`src/rtl/lsu_pipelined.sv`:
```
// lsu_pipelined: valid/ready load/store unit with byte-lane steering, extension and bus timeout (optional LSU_MISALIGN_EN)
module lsu_pipelined #(
  parameter int XLEN           = 32,
  parameter int ADDR_W         = 32,
  parameter int TIMEOUT_CYCLES = 0
) (
  input  logic              clk,
  input  logic              reset,
  input  logic              req_valid,
  output logic              req_ready,
  input  logic              req_store,
  input  logic [2:0]        req_funct3,
  input  logic [ADDR_W-1:0] req_addr,
  input  logic [XLEN-1:0]   req_wdata,
  input  logic [4:0]        req_rd,
  output logic              resp_valid,
  output logic [4:0]        resp_rd,
  output logic [XLEN-1:0]   resp_data,
  output logic              resp_err,
  output logic              busy,
  output logic              mem_valid,
  input  logic              mem_ready,
  output logic [ADDR_W-1:0] mem_addr,
  output logic [XLEN-1:0]   mem_wdata,
  output logic [XLEN/8-1:0] mem_wstrb,
  input  logic [XLEN-1:0]   mem_rdata
);
  localparam int NB = XLEN / 8;
  localparam int OW = $clog2(NB);
  typedef enum logic [1:0] {IDLE, ACCESS, RESP} state_t;
  state_t            state_q, state_d;
  logic              store_q, store_d, err_q, err_d;
  logic [2:0]        f3_q, f3_d;
  logic [ADDR_W-1:0] addr_q, addr_d;
  logic [XLEN-1:0]   wdata_q, wdata_d, data_q, data_d, sh, ld_data;
  logic [4:0]        rd_q, rd_d;
  logic [31:0]       cnt_q, cnt_d;
  logic [OW-1:0]     req_mask, amask, off;
  logic [NB-1:0]     strb_base;
  logic              legal, misal, tmo;
  assign legal = req_store ? (!req_funct3[2] && (req_funct3[1:0] != 2'b11 || XLEN == 64))
                           : (req_funct3 != 3'b111 && ((req_funct3 != 3'b011 && req_funct3 != 3'b110) || XLEN == 64));
  assign req_mask = OW'((1 << req_funct3[1:0]) - 1);
`ifdef LSU_MISALIGN_EN
  assign misal = |(req_addr[OW-1:0] & req_mask);
`else
  assign misal = 1'b0;
`endif
  // Offsets below the access size are masked so an unaligned request never straddles lanes
  assign amask = OW'((1 << f3_q[1:0]) - 1);
  assign off   = addr_q[OW-1:0] & ~amask;
  assign sh    = mem_rdata >> {off, 3'b000};
  assign ld_data = f3_q == 3'b000 ? XLEN'($signed(sh[7:0]))  :
                   f3_q == 3'b001 ? XLEN'($signed(sh[15:0])) :
                   f3_q == 3'b010 ? XLEN'($signed(sh[31:0])) :
                   f3_q == 3'b100 ? XLEN'(sh[7:0])  :
                   f3_q == 3'b101 ? XLEN'(sh[15:0]) :
                   f3_q == 3'b110 ? XLEN'(sh[31:0]) : sh;
  assign strb_base = f3_q[1:0] == 2'd0 ? NB'(1) : f3_q[1:0] == 2'd1 ? NB'(3) :
                     f3_q[1:0] == 2'd2 ? NB'(4'hF) : '1;
  assign tmo = (TIMEOUT_CYCLES > 0) && (cnt_q == 32'(TIMEOUT_CYCLES - 1));
  assign req_ready  = state_q == IDLE;
  assign busy       = !req_ready;
  assign mem_valid  = state_q == ACCESS;
  assign resp_valid = state_q == RESP;
  assign resp_err   = resp_valid && err_q;
  assign resp_rd    = (resp_valid && !err_q && !store_q) ? rd_q : 5'd0;
  assign resp_data  = resp_valid ? data_q : '0;
  assign mem_addr   = {addr_q[ADDR_W-1:OW], OW'(0)};
  assign mem_wstrb  = (mem_valid && store_q) ? strb_base << off : '0;
  assign mem_wdata  = f3_q[1:0] == 2'd0 ? {NB{wdata_q[7:0]}} :
                      f3_q[1:0] == 2'd1 ? {(NB/2){wdata_q[15:0]}} :
                      f3_q[1:0] == 2'd2 ? {(NB/4){wdata_q[31:0]}} : wdata_q;
  always_comb begin
    state_d = state_q;
    store_d = store_q;
    err_d   = err_q;
    f3_d    = f3_q;
    addr_d  = addr_q;
    wdata_d = wdata_q;
    data_d  = data_q;
    rd_d    = rd_q;
    cnt_d   = cnt_q;
    unique case (state_q)
      IDLE: if (req_valid) begin
        store_d = req_store;
        f3_d    = req_funct3;
        addr_d  = req_addr;
        wdata_d = req_wdata;
        rd_d    = req_rd;
        err_d   = !legal || misal;
        data_d  = err_d ? XLEN'(req_addr) : '0;
        cnt_d   = '0;
        state_d = err_d ? RESP : ACCESS;
      end
      ACCESS: begin
        cnt_d = cnt_q + 32'd1;
        if (mem_ready) begin
          data_d  = store_q ? '0 : ld_data;
          cnt_d   = '0;
          state_d = RESP;
        end else if (tmo) begin
          err_d   = 1'b1;
          data_d  = XLEN'(addr_q);
          cnt_d   = '0;
          state_d = RESP;
        end
      end
      default: begin
        cnt_d   = '0;
        state_d = IDLE;
      end
    endcase
  end
  always_ff @(posedge clk) begin
    if (reset) begin
      state_q <= IDLE;
      cnt_q   <= '0;
    end else begin
      state_q <= state_d;
      cnt_q   <= cnt_d;
    end
    store_q <= store_d;
    err_q   <= err_d;
    f3_q    <= f3_d;
    addr_q  <= addr_d;
    wdata_q <= wdata_d;
    data_q  <= data_d;
    rd_q    <= rd_d;
  end
endmodule

```
`config.mk`:
```
export PLATFORM = sky130hd
export DESIGN_NAME = lsu_pipelined
export DESIGN_NICKNAME = d
export VERILOG_FILES = /design/src/rtl/lsu_pipelined.sv
export SDC_FILE = /design/constraint.sdc
export NUM_CORES = 1
export LEC_CHECK = 0
export CORE_MARGIN = 4
export CORE_UTILIZATION = 40
export CTS_CLUSTER_DIAMETER = 100
export DETAILED_ROUTE_END_ITERATION = 8
export GPL_TIMING_DRIVEN = 1
export PLACE_DENSITY_LB_ADDON = 0.1
export SLEW_MARGIN = 20
export SYNTH_ARGS = -nofsm -noshare
export SYNTH_HDL_FRONTEND = slang
export SYNTH_SLANG_ARGS = --single-unit
```
`constraint.sdc`:
```
create_clock -name clk -period 8.9 [get_ports clk]
set_input_delay 0.89 -clock clk [delete_from_list [all_inputs] [get_ports clk]]
set_output_delay 0.89 -clock clk [all_outputs]
set_load 0.05 [all_outputs]
```
# Word level (Yosys, flattened, before mapping)
# Index checks and enable logic that the tools add are counted.
dict set report op_classes {
  bitwise_logic 2
  n_eq_ne 13
  n_reduce_logical 19
  add_sub_neg 1
  mux 22
  shift 3
}
# op count
set ops {}
lappend ops {{32-bit 2-to-1 mux} 12}
lappend ops {{32-bit case mux with 2 select lines} 1}
lappend ops {{32-bit by 5-bit right shift with 32-bit output} 1}
lappend ops {{4-bit 2-to-1 mux} 3}
lappend ops {{1-bit logical AND} 7}
lappend ops {{3-bit equality test, second input constant} 2}
lappend ops {{2-bit 2-to-1 mux} 3}
lappend ops {{3-bit != test, second input constant} 2}
lappend ops {{1-bit zero test} 5}
lappend ops {{5-bit 2-to-1 mux} 1}
lappend ops {{2-bit by 1-bit equality test with 1-bit output, second input constant} 2}
lappend ops {{2-bit zero test} 2}
lappend ops {{2-bit != test, second input constant} 2}
lappend ops {{2-bit case mux with 2 select lines} 1}
lappend ops {{2-bit AND reduction} 2}
lappend ops {{4-bit by 2-bit << shifter with 4-bit output} 1}
lappend ops {{3-bit by 1-bit equality test with 1-bit output, second input constant} 1}
lappend ops {{3-bit by 2-bit equality test with 1-bit output, second input constant} 1}
lappend ops {{3-bit zero test} 1}
lappend ops {{3-bit by 2-bit != test with 1-bit output, second input constant} 1}
lappend ops {{3-bit AND reduction} 1}
lappend ops {{2-bit bitwise AND} 1}
lappend ops {{2-bit equality test, second input constant} 1}
lappend ops {{2-bit by 1-bit != test with 1-bit output, second input constant} 1}
lappend ops {{other kinds (5)} 5}
dict set report totals {
  output_inout_bits 110
  wordCells 68
  inputBits 109
  regBits 108
}

# Longest topological paths before layout
# Gate-level depths: netlist of the first run.
dict set report depth {
  ltp_word 13
  ltp_mapped 11
  depth_no_buf 7
}

# Worst setup path before layout of the first run
# Ideal clock, no wire load.
dict set report synth_path {
  kind {flip-flop to flip-flop}
  startpoint {reg state_q[1]}
  endpoint {reg data_q[0], enable pin}
  arrival_ps 3691
  setup_ps 388
  required_ps 8512
  synth_period_minus_slack_ps 4079
  path_slack_ps 4821
  path_stages_with_launch 4
  n_path_buf 0
  path_cell_list {dfxtp_1 nor2_1 and2_1 a21o_1}
}
dict set report synth_via {
  elab_chain_cells 3
}
# element line_no
set synth_lines {}
lappend synth_lines {{from (decl)} 31} ;# state_t state_q, state_d;
lappend synth_lines {{from (signal assigned)} 120} ;# state_q <= state_d;
lappend synth_lines {{2-bit zero test *} -}
lappend synth_lines {{net req_ready} 10} ;# output logic req_ready,
lappend synth_lines {{2-bit != test (no line) or 2-bit nonzero test (tied branches)} -}
lappend synth_lines {{3-bit AND reduction (no line) *} -}
lappend synth_lines {{to (signal assigned)} 128} ;# data_q <= data_d;
lappend synth_lines {{to (decl)} 35} ;# logic [XLEN-1:0] wdata_q, wdata_d, data_q, data_d, sh, ld_data;
# Mark *: on every way through the listed nets, which the timed path passes. The rest lies on a longest branch.
# A chain may end at the register's enable or synchronous reset.

# Worst setup path after layout of the first run
dict set report layout_path {
  startpoint {reg f3_q[0]}
  endpoint {out mem_wstrb[3]}
}
dict set report layout_via {
  elab_chain_cells 6
}
# element line_no
set layout_lines {}
lappend layout_lines {{from (decl)} 33} ;# logic [2:0] f3_q, f3_d;
lappend layout_lines {{from (signal assigned)} 125} ;# f3_q <= f3_d;
lappend layout_lines {{1-bit by 2-bit << shifter with 2-bit output} 50} ;# assign amask = OW'((1 << f3_q[1:0]) - 1);
lappend layout_lines {{2-bit subtractor} 50}
lappend layout_lines {{2-bit inverter} 51} ;# assign off = addr_q[OW-1:0] & ~amask;
lappend layout_lines {{2-bit bitwise AND} 51}
lappend layout_lines {{4-bit by 2-bit << shifter with 4-bit output *} 70} ;# assign mem_wstrb = (mem_valid && store_q) ? strb_base << off : '0;
lappend layout_lines {{4-bit 2-to-1 mux *} 70}
lappend layout_lines {{to (decl)} 25} ;# output logic [XLEN/8-1:0] mem_wstrb,
# Every way passes the cells marked *; elsewhere a longest branch is shown, timed or not.

==> summary.md, run 1 <==
| Metric | Value |
|---|---|
| Outcome | `finished, final reports clean` |
| Slew @ Worst Pin | `just over 1000 ps` |
| CTS clock-pin slew for the worst setup and hold paths | `around 70 ps` |
| Area share of the largest cell type after synthesis | `0.601` |
| Max FO, Critical Path | `27` |
| Reg2reg setup slack | `around 5500 ps` |
| First-pass GRT wire length | `approximately 21,000 µm` |
| Power density cells | `~180 nW/µm²` |
| Worst path max stage delay | `850 ps` |
| Row count | `approximately 40` |
| EDFF count, synth | `~110` |
| VDD IR max | `about 0.00010 V` |
| DIE AREA | `~15,000 µm²` |
| Vias/cell | `~5.0` |
| Clock Skew | `4.96 ps` |
| Mapped cell area | `5300 µm²` |
| Initial antenna violation count | `0` |
| Setup crit end kind | `output port` |
| Total global-route track usage | `0.189` |
| Yosys reg bits | `roughly 110` |
| Seq. cell area | `roughly 3200 µm²` |
| Hold Path Class | `flip-flop to flip-flop` |
| Sequential fraction of the synthesis area | `0.608` |
| Fin. Hold Viols | `0` |
| Final Cycle Share | `0.504` |
| Drt initial violations | `about 300` |
| Share of layout cells above drive strength 1 | `0.0648` |
| Diodes inserted | `0` |
| Detail Route Antenna Nets | `0` |
| Yosys warns | `0` |
| Initial core utilization | `0.415` |
| Worst path required time | `roughly 8000 ps` |
| Placed Area | `around 7300 µm²` |
| Skew-Pair Late Insertion Delay | `350 ps` |
| Die X | `123 µm` |
| Synthesized instance count | `between 400 and 500` |
| Largest net degree at the start of global routing | `77` |
| TritonCTS buffer count | `9` |
| Synth async-reset ratio | `0` |
| Clock Sinks | `108` |
| Ordered list of cells on the worst path | `nor2_2 > inv_2 > ha_1 > and2_4 > nor2_1 > a211oi_1 > clkdlybuf4s50_1` |
| Max stage delay cell, worst path | `clkdlybuf4s50_1` |
| Gr busiest metal | `met2` |
| H-tree Lvls | `3` |
| Worst setup SP type | `flip-flop` |
| NumNets Final | `707` |
| Clock Root Buffer | `clkbuf_16` |
| Routed Wire Length | `around 14,000 µm` |
| Final Setup Violations | `0` |
| Vias in the first global route | `around 4,000` |
| DRT Pass-1 Iters | `5` |
| RSZ-0062 raised after global routing | `no` |
| TNS Setup | `0 ps` |
| Boundary Pins | `219` |
| Post-CTS Hold Buffers | `0` |
| FMAX | `roughly 220 MHz` |
| Synth area leader | `edfxtp_1` |
| Design Area, Final | `7590 µm²` |
| Area of the multi-input gates | `between 1500 and 2000 µm²` |
| GRT overflow | `0` |
| Critical path data arrival time | `3600 ps` |
| Worst Path Buf+Inv | `2` |
| Synth Flop Type | `edfxtp_1` |
| Gpl congestion | `just under 0.8` |
| Largest delay share family, worst path | `buffers and inverters` |
| Unique masters post-synth | `43` |
| Die Height | `approximately 120 µm` |
| IO buf count | `216` |
| Core area | `approximately 13,000 µm²` |
| Via count | `approximately 3,900` |
| Post-CTS Resized | `0` |
| Static Leak | `about 2.7 nW` |
| M3 GR Usage | `0.0677` |
| CTS Buffer Depth | `2` |
| Post-layout min period | `roughly 4500 ps` |
| Synth top area cells | `edfxtp_1, buf_4, mux2i_1` |
| Drt drc | `0` |
| Fill count | `~1,100` |
| Post CTS Setup Buffer Count | `0` |
| Met2 Track Usage GR | `0.313` |
| Synth-to-Final Area Change | `43.3%` |
| Kind of critical path | `flip-flop to output port` |
| Routed wire length per instance | `around 19 µm` |
| HPWL after DPL | `10,700 µm` |
| Rel. slew slack | `0.320` |
| Met1 GRT Util | `0.223` |
| Pins Over Slew Limit | `0` |
| Syn Area/Cell | `around 12 µm²` |
| CTS tree | `yes` |
| Max cap viols | `0` |
## metrics by stage
step	hold slack [ps]	total power [mW]	utilization	worst slack, ps	instances
after floorplan	424	0.866	-	4820	428
after global placement	441	0.993	0.572	4920	758
after detailed placement	483	0.998	0.572	4830	758
after CTS	493	1.39	0.594	4410	774
after global routing	527	1.43	0.594	4170	774
final	492	1.38	0.594	4410	774
## sequential cells by signal (all words and copies together) (netlist names)
register / flops
addr_q: 32
data_q: 32
wdata_q: 32
rd_q: 5
f3_q: 3
state_q: 2
err_q: 1
store_q: 1
## routing by layer
metal,up-vias,part of all wire
met5,-,0
li1,1848,-
met3,22,0.10
met4,0,0.021
met2,183,0.48
met1,1828,0.39
## synthesized netlist by cell type, types with 3 or more instances
| cell | number |
|---|---|
| a21oi_1 | 9 |
| a221o_1 | 8 |
| a22o_1 | 9 |
| a32o_1 | 8 |
| and2_1 | 40 |
| buf_2 | 9 |
| buf_4 | 41 |
| buf_6 | 3 |
| clkbuf_1 | 9 |
| edfxtp_1 | 106 |
| inv_1 | 3 |
| mux2_2 | 8 |
| mux2i_1 | 27 |
| nand2_1 | 72 |
| nor2_1 | 7 |
| nor3_1 | 6 |
| o21ai_0 | 20 |
| o21ai_1 | 9 |
## power breakdown
part	internal (mW)	switching, mW	total (mW)	leakage, nW
registers	0.613	0.0164	0.629	1.05
logic	0.135	0.220	0.355	1.53
clock network	0.217	0.175	0.392	0.139
## logic make-up after synthesis
group | count (synthesis) | synth area share
buffers and inverters | 67 | 0.0829
AO/OA/AOI/OAI | 75 | 0.104
other | 1 | 0.000708
flip-flops | 108 | 0.608
multiplexers | 36 | 0.0723
adder cells (fa/ha/maj) | 1 | 0.00236
AND/OR/NAND/NOR | 139 | 0.130
## worst register-to-register path, delay by kind of cell (launching register included)
kind	cells	cell delay (ps)
buf+inv	1	210
simple gates	2	790
fa+ha+maj	1	390
compound gates	2	620
flops	1	710
mux	1	410
## path summary, 6_finish.rpt
check	start	end	depth (start not counted)
setup / recovery	f3_q[0]	mem_wstrb[3]	7
hold / removal	state_q[1]	state_q[1]	1
setup reg to reg	f3_q[0]	data_q[17]	7
hold reg to reg	state_q[1]	state_q[1]	1
## cells in the final DEF, fill, tap and decap left out, types with 2 or more instances in the layout
cell type,instances
a211oi_1,2
a21oi_1,9
a221o_1,8
a22o_1,9
a32o_1,8
and2_1,39
and2_4,2
buf_4,5
clkbuf_1,2
clkbuf_16,9
clkdlybuf4s50_1,216
clkinv_2,3
conb_1,2
dfxtp_1,2
edfxtp_1,106
inv_1,3
mux2_2,8
mux2i_1,27
nand2_1,72
nand2b_1,2
nand3_1,2
nand3b_1,2
nor2_1,7
nor3_1,5
o21a_1,2
o21ai_0,20
o21ai_1,9
o31a_1,2
## layout make-up
cell class,count,area share
Timing Repair Buffer,221,0.290
Multi-Input combinational cell,253,0.218
Sequential cell,108,0.425
Inverter,4,0.00198
Clock buffer,11,0.0307
Tap cell,172,0.0283
Clock inverter,5,0.00692
No activity file was read; power rests on OpenSTA's default activity.
==> run 2, diff against run 1 <==
Clock period 8.9 ns to 4.45 ns, I/O delays scaled along.
==> summary.md, run 2 (synthesis gave the netlist of run 1 again) <==
| Metric | Value |
|---|---|
| Post-CTS Resized | `0 (unchanged)` |
| Largest net degree at the start of global routing | `42 (was 77)` |
| IO buf count | `216 (unchanged)` |
| Fill count | `1,039 (was 1,085)` |
| GRT overflow | `0 (unchanged)` |
| Share of layout cells above drive strength 1 | `0.0697 (was 0.0648)` |
| Drt initial violations | `224 (was 295)` |
| Power density cells | `368 nW/µm² (was 181 nW/µm²)` |
| Setup crit end kind | `output port (unchanged)` |
| First-pass GRT wire length | `21,700 µm (was 21,400 µm)` |
| Power Total | `2.80 mW (was 1.38 mW)` |
| NumNets Final | `709 (was 707)` |
| Most common cell after layout, fill and taps aside | `clkdlybuf4s50_1 (unchanged)` |
| Most frequent cells in the layout | `clkdlybuf4s50_1, edfxtp_1, nand2_1 (unchanged)` |
| Placed Area | `7310 µm² (about the same)` |
| Fin util | `0.596 (was 0.594)` |
| Clock Root Buffer | `clkbuf_16 (unchanged)` |
| Clock Sinks | `108 (unchanged)` |
| Finished Layout Cells | `775 (was 774)` |
| Worst path required time | `4010 ps (was 8010 ps)` |
| Via count | `3,885 (was 3,881)` |
| Final Setup Violations | `0 (unchanged)` |
| Gate power share | `0.254 (was 0.258)` |
| Hold Path Class | `flip-flop to flip-flop (unchanged)` |
| Synth-to-Final Area Change | `43.8% (was 43.3%)` |
| Vias in the first global route | `4,031 (was 3,977)` |
| Detail Route Antenna Nets | `0 (unchanged)` |
| Cell-internal power | `1.98 mW (was 0.964 mW)` |
| Clk pwr share | `0.298 (was 0.285)` |
| Row count | `41 (unchanged)` |
| FMAX | `284 MHz` |
| Initial core utilization | `0.415 (unchanged)` |
| Critical path data arrival time | `3080 ps (was 3600 ps)` |
| Diodes inserted | `0 (unchanged)` |
| TNS Setup | `0 ps (unchanged)` |
| NetSw | `0.821 mW (was 0.412 mW)` |
| Initial antenna violation count | `0 (unchanged)` |
| Die X | `123 µm (unchanged)` |
| Boundary Pins | `219 (unchanged)` |
| Final worst setup slack | `926 ps (was 4410 ps)` |
| Ordered list of cells on the worst path | `nor2_2 > inv_2 > ha_1 > and2_4 > nor3_1 > clkdlybuf4s50_1 (was nor2_2 > inv_2 > ha_1 > and2_4 > nor2_1 > a211oi_1 > clkdlybuf4s50_1)` |
| Drt drc | `0 (unchanged)` |
| Routed wire length per instance | `18.9 µm (was 18.7 µm)` |
| Sequential share of power | `0.448 (was 0.457)` |
| Placed Instances | `760 (was 758)` |
| Max FO, Critical Path | `27 (unchanged)` |
| DIE AREA | `15,100 µm² (unchanged)` |
| Design Area, Final | `7620 µm² (was 7590 µm²)` |
| CTS tree | `yes (unchanged)` |
| Worst slack at placement | `1320 ps (was 4830 ps)` |
| Rel. slew slack | `0.239 (was 0.320)` |
| VDD IR max | `0.000256 V (was 0.000105 V)` |
| Max cap viols | `0 (unchanged)` |
| Largest regs | `addr_q (32), data_q (32), wdata_q (32) (unchanged)` |
| Core area | `12,800 µm² (unchanged)` |
| Slew @ Worst Pin | `1140 ps (was 1020 ps)` |
| Routed Wire Length | `14,600 µm (was 14,500 µm)` |
| CTS Buffer Depth | `2 (unchanged)` |
| Kind of critical path | `flip-flop to output port (unchanged)` |
| CTS clock-pin slew for the worst setup and hold paths | `70 ps (about the same)` |
| Worst setup SP type | `flip-flop (unchanged)` |
| DRT Pass-1 Iters | `4 (was 5)` |
| WHS | `477 ps (was 492 ps)` |
| Total global-route track usage | `0.191 (was 0.189)` |
| H-tree Lvls | `3 (unchanged)` |
| Hold depth | `1 (unchanged)` |
| Post-CTS Hold Buffers | `0 (unchanged)` |
| Static Leak | `2.74 nW (was 2.72 nW)` |
| Die Height | `123 µm (unchanged)` |
| Final Cycle Share | `0.792` |
| Skew-Pair Late Insertion Delay | `350 ps (about the same)` |
| TritonCTS buffer count | `9 (unchanged)` |
| Pins Over Slew Limit | `0 (unchanged)` |
| Net Sw Frac | `0.293 (was 0.299)` |
| Post-layout min period | `between 3000 and 4000 ps` |
| Gpl congestion | `0.765 (was 0.780)` |
| Outcome | `finished, final reports clean (unchanged)` |
| Vias/cell | `5.01 (about the same)` |
| HPWL after DPL | `10,900 µm (was 10,700 µm)` |
| Post CTS Setup Buffer Count | `0 (unchanged)` |
| Clock Skew | `5.96 ps (was 4.96 ps)` |
| Reg2reg path depth | `7 (unchanged)` |
| RSZ-0062 raised after global routing | `no (unchanged)` |
| Fin. Hold Viols | `0 (unchanged)` |
| Worst path max stage delay | `840 ps (was 850 ps)` |
| Max stage delay cell, worst path | `clkdlybuf4s50_1 (unchanged)` |
[run 2: cell type report]
| class | instances | area (µm²) | area share |
|---|---|---|---|
| Inverter | 4 | 15.0 | 0.00197 |
| Clock buffer | 9 | 225 | 0.0296 |
| Multi-Input combinational cell | 253 | 1650 | 0.216 |
| Timing Repair Buffer | 223 | 2210 | 0.290 |
| Sequential cell | 108 | 3220 | 0.423 |
| Clock inverter | 6 | 80.1 | 0.0105 |
| Tap cell | 172 | 215 | 0.0283 |
[run 2: metal layers]
layer | share of wire | global-route usage | wire, µm | up-vias
met4 | 0.012 | 0.0644 | 175 | 0
met2 | 0.49 | 0.326 | 7210 | 198
met5 | 0 | 0 | 0 | -
li1 | - | - | - | 1854
met1 | 0.40 | 0.233 | 5830 | 1819
met3 | 0.097 | 0.0572 | 1420 | 14
[run 2: power by group through the flow]
stage	clock network [mW]	logic, mW	registers, mW
after global routing	0.891	0.752	1.26
final	0.834	0.713	1.26
after detailed placement	0	0.715	1.28
after global placement	0	0.709	1.28
after floorplan	0	0.463	1.27
after CTS	0.854	0.718	1.26
[run 2: final timing paths]
path	start	to	slack [ps]
worst min register to register	state_q[1]	state_q[1]	480
worst max register to register	f3_q[0]	data_q[19]	1420
worst min-delay path	state_q[1]	state_q[1]	480
worst max-delay path	f3_q[0]	mem_wstrb[0]	930
[run 2: worst max-delay path, delay by kind of cell, from the launching register on]
family        cells  cell delay (ps)
buf+inv           2             1070
simple gates      3              860
flops             1              410
fa+ha+maj         1              380
